**src/rtl/edge_timestamper.sv**
```systemverilog
// Edge capture front end of the delay line: synchronises sig_in, stamps
// each selected edge with count + delay and pushes it into the FIFO.
module edge_timestamper #(
  parameter int WIDTH     = 8,
  parameter int MIN_DELAY = 4,
  parameter int EDGE      = 0
) (
  input  logic             clk,
  input  logic             n_reset,
  input  logic             sig_in,
  input  logic             en,
  input  logic [WIDTH-1:0] delay,
  input  logic             full,
  input  logic             clr_overflow,
  output logic             wr_req,
  output logic [WIDTH-1:0] wr_data,
  output logic [WIDTH-1:0] count,
  output logic             overflow
);

  localparam logic [WIDTH-1:0] MIN_D = WIDTH'(MIN_DELAY);

  logic             s1;
  logic             s2;
  logic             s3;
  logic             rise;
  logic             fall;
  logic             hit;
  logic             take;
  logic             drop;
  logic [WIDTH-1:0] delay_eff;
  logic [WIDTH-1:0] due;

  always_ff @(posedge clk) begin
    if (!n_reset) begin
      s1 <= 1'b0;
      s2 <= 1'b0;
      s3 <= 1'b0;
    end else begin
      s1 <= sig_in;
      s2 <= s1;
      s3 <= s2;
    end
  end

  always_ff @(posedge clk) begin
    if (!n_reset) count <= '0;
    else          count <= count + WIDTH'(1);
  end

  always_comb begin
    rise = s2 & ~s3;
    fall = ~s2 & s3;
    hit  = 1'b0;
    case (EDGE)
      0:       hit = rise;
      1:       hit = fall;
      default: hit = rise | fall;
    endcase
  end

  // Short delays are clamped so the comparator can fetch the entry in time
  always_comb begin
    delay_eff = (delay < MIN_D) ? MIN_D : delay;
    due       = count + delay_eff;
    take      = hit & en & ~full;
    drop      = hit & en & full;
  end

  always_ff @(posedge clk) begin
    if (!n_reset) begin
      wr_req  <= 1'b0;
      wr_data <= '0;
    end else begin
      wr_req <= take;
      if (take) wr_data <= due;
    end
  end

  // A drop on the same cycle as a clear leaves the flag set
  always_ff @(posedge clk) begin
    if (!n_reset)          overflow <= 1'b0;
    else if (drop)         overflow <= 1'b1;
    else if (clr_overflow) overflow <= 1'b0;
  end

endmodule

```
**config.mk**
```make
export PLATFORM = sky130hd
export DESIGN_NAME = edge_timestamper
export DESIGN_NICKNAME = d
export VERILOG_FILES = /design/src/rtl/edge_timestamper.sv
export SDC_FILE = /design/constraint.sdc
export NUM_CORES = 1
export LEC_CHECK = 0
export CORE_MARGIN = 2
export CORE_UTILIZATION = 46
export CTS_CLUSTER_SIZE = 24
export DETAILED_ROUTE_END_ITERATION = 6
export GPL_TIMING_DRIVEN = 0
export HOLD_SLACK_MARGIN = 0.15
export PLACE_DENSITY = 0.82
export SLEW_MARGIN = 20
export SYNTH_ARGS = -nofsm -noshare
export SYNTH_HDL_FRONTEND = slang
export SYNTH_SLANG_ARGS = --single-unit
```
**constraint.sdc**
```tcl
create_clock -name clk -period 2.25 [get_ports clk]
set_input_delay 0.225 -clock clk [delete_from_list [all_inputs] [get_ports clk]]
set_output_delay 0.225 -clock clk [all_outputs]
set_load 0.02 [all_outputs]
```
==> summary.md <==
| Metric | Value |
|---|---|
| Total track usage | `20.2%` |
| Post-Syn Area | `1130 um2` |
| Vias in the first global route | `1,022` |
| Synth Flop Type | `dfxtp_1` |
| Tot Pwr | `692 uW` |
| Max Slew Vio Count | `0` |
| Worst setup startpoint | `delay[6]` |
| Fmax | `462 MHz` |
| DPL Wire Length | `2010 um` |
| Post-place setup slack | `-315 ps` |
| Die H | `53.6 um` |
| TritonCTS buffer count | `3` |
| CTS tree | `yes` |
| Slew HR | `75.3%` |
| Initial Util | `49.7%` |
| Die area | `2870 um2` |
| CP Data Required Time | `2450 ps` |
| Final Skew | `14.1 ps` |
| Status | `finished, final reports clean` |
| Hold-fix buffers, CTS | `0` |
| Final core utilization | `67.0%` |
| Tcrit/Tclk final | `96.2%` |
| First-pass GRT wire length | `4280 um` |
| Iteration-0 DRC count of the detailed router | `21` |
| Syn avg cell area | `8.91 um2` |
| CP bufs+invs | `2` |
| CP Launch Type | `input port` |
| EDFF count, synth | `0` |
| Antenna fix cells | `0` |
| Total leakage power | `0.000626 uW` |
| Htree depth | `1` |
| Layout cells sized above 1 | `6.75%` |
| Most common cell in the netlist | `dfxtp_1` |
| PwrDens | `454 nW/um2` |
| # rows | `17` |
| Synth-to-Final Area Change | `34.8%` |
| Critical Path Sink Type | `flip-flop` |
| Tmin final | `2160 ps` |
| Drt total wl | `2650 um` |
| Fin area | `1530 um2` |
| Max-Cap Viols | `0` |
| Core box area | `2280 um2` |
| # nets final | `187` |
| Initial antenna violation count | `0` |
| Slowest cell on crit path | `clkdlybuf4s50_1` |
| Syn nets | `150` |
| CP max stage delay | `450 ps` |
| Hold WC Path Type | `flip-flop to flip-flop` |
| Largest net degree at the start of global routing | `12` |
| CP cell instances | `clkdlybuf4s50_1, nor4_2, nand2_1, and2_1, ha_2, inv_2, fa_2, nor2b_1, o21a_1, or3_1, a31o_1` |
| Dpl cell area | `1480 um2` |
| Synthesized instance count | `127` |
| Clock sinks | `21` |
| Post-synth top cells | `dfxtp_1 (21), and2_1 (12), nand2_1 (11)` |
| Worst Path Arrival | `2360 ps` |
| Worst-Margin Slew | `370 ps` |
| Clk slew on worst S/H paths | `100 ps` |
| CP top delay family | `simple AND/OR/NAND/NOR gates` |
| Max Buffers Root-to-Sink | `2` |
| Post-route DRC | `0` |
| Min setup slack post-route | `86.6 ps` |
| Vias per Instance | `5.50` |
| Final antenna-violating net count | `0` |
| Seq cells post-synth | `21` |
| Library cells used by synthesis | `37` |
| Origin of the critical flop-to-flop path | `count[0]` |
| Worst skew pair latency | `310 ps` |
| Fraction of registers with async set/reset | `0%` |
| DR WL/cell | `13.9 um` |
| Final Hold Viols | `0` |
| Die Wd | `53.6 um` |
| Register area share after synthesis | `37.2%` |
| RSZ-0062 raised after global routing | `no` |
| WHS | `446 ps` |
| Hold Crit Start | `s1` |
| Clock Tree Root | `clkbuf_4` |
| Synth top area share | `37.2%` |
| Number of buffers added on ports | `31` |
| Yosys warns | `0` |
| Final-report setup violation count | `0` |
| Synth top area cells | `dfxtp_1 (37%), ha_1 (8.8%), and2_1 (6.6%)` |
| Final Wtd Congestion | `0.854` |
| CP Max Fanout | `4` |
| Crit path kind | `input port to flip-flop` |
| Synth area leader | `dfxtp_1` |
| Grt total ovfl | `0` |
| Router iterations before antenna repair | `4` |
| Via count | `1,050` |
| Max VDD drop | `0.425 mV` |
| Ports | `32` |
-- path summary, 6_finish.rpt --
kind           endpoint  slack [ps]  depth (start not counted)
max reg2reg  wr_data[4]         450                          7
min                  s2         450                          1
min reg2reg          s2         450                          1
max          wr_data[4]          90                         11
-- what timing repair did --
action                     CTS  global route
setup endpoints to repair    1             2
pin swaps                    5             3
resized for setup            4             4
setup buffers                1             0
-- metrics by stage --
step           setup TNS [ps]  std cells
3_5_place_dp             -627        186
3_3_place_gp             -529        186
5_1_grt                     0        191
6_report                    0        191
2_1_floorplan               0        127
4_1_cts                     0        191
-- cell families (layout without fill, tap and decap cells) --
| logic type | after synthesis | count (layout) | synth area share, % |
|---|---|---|---|
| compound gates | 25 | 25 | 15.2 |
| fa+ha+maj | 9 | 9 | 10.6 |
| flops | 21 | 21 | 37.2 |
| buf+inv | 12 | 48 | 4.31 |
| xor+xnor | 8 | 8 | 6.19 |
| simple gates | 52 | 52 | 26.5 |
-- power by group --
group	total (uW)	leakage [uW]	internal (uW)	switching (uW)
sequential	391	0.000171	381	9.58
clock	180	0.0000150	69.1	111
combinational	122	0.000441	64.5	57.2
-- final cells by class --
cell class                      count  area [um2]
Buffer                              8        33.8
Clock buffer                        4        26.3
Fill cell                         212         751
Inverter                            4        15.0
Multi-Input combinational cell     94         673
Sequential cell                    21         420
Tap cell                           28        35.0
Timing Repair Buffer               32         322
-- sequential cells by signal (all words and copies together) (netlist names) --
signal    count
wr_req        1
s1            1
wr_data       8
count         8
s2            1
s3            1
overflow      1
-- metal layers --
metal  up-vias  GRT usage [%]  routed length (um)
met1       492           23.9                1160
met2        35           36.0                1330
met3         4           3.33                 138
li1        519              -                   -
met5         -              0                   0
met4         0           8.12                  25
-- placed cells by master, fill, tap and decap left out, drive strengths merged, types with 2 or more instances in the layout --
cell,n
a21boi,4
xnor2,6
a21oi,5
nand2b,2
xor2,2
nand2,11
nor2b,2
and2,12
dlymetal6s2s,2
o21ai,5
buf,2
nand3,7
nand4b,2
dfxtp,21
nor3b,2
ha,8
and3,4
clkdlybuf4s50,28
nor2,4
clkbuf,11
o311ai,2
inv,4
(Power assumes the default switching activity.)
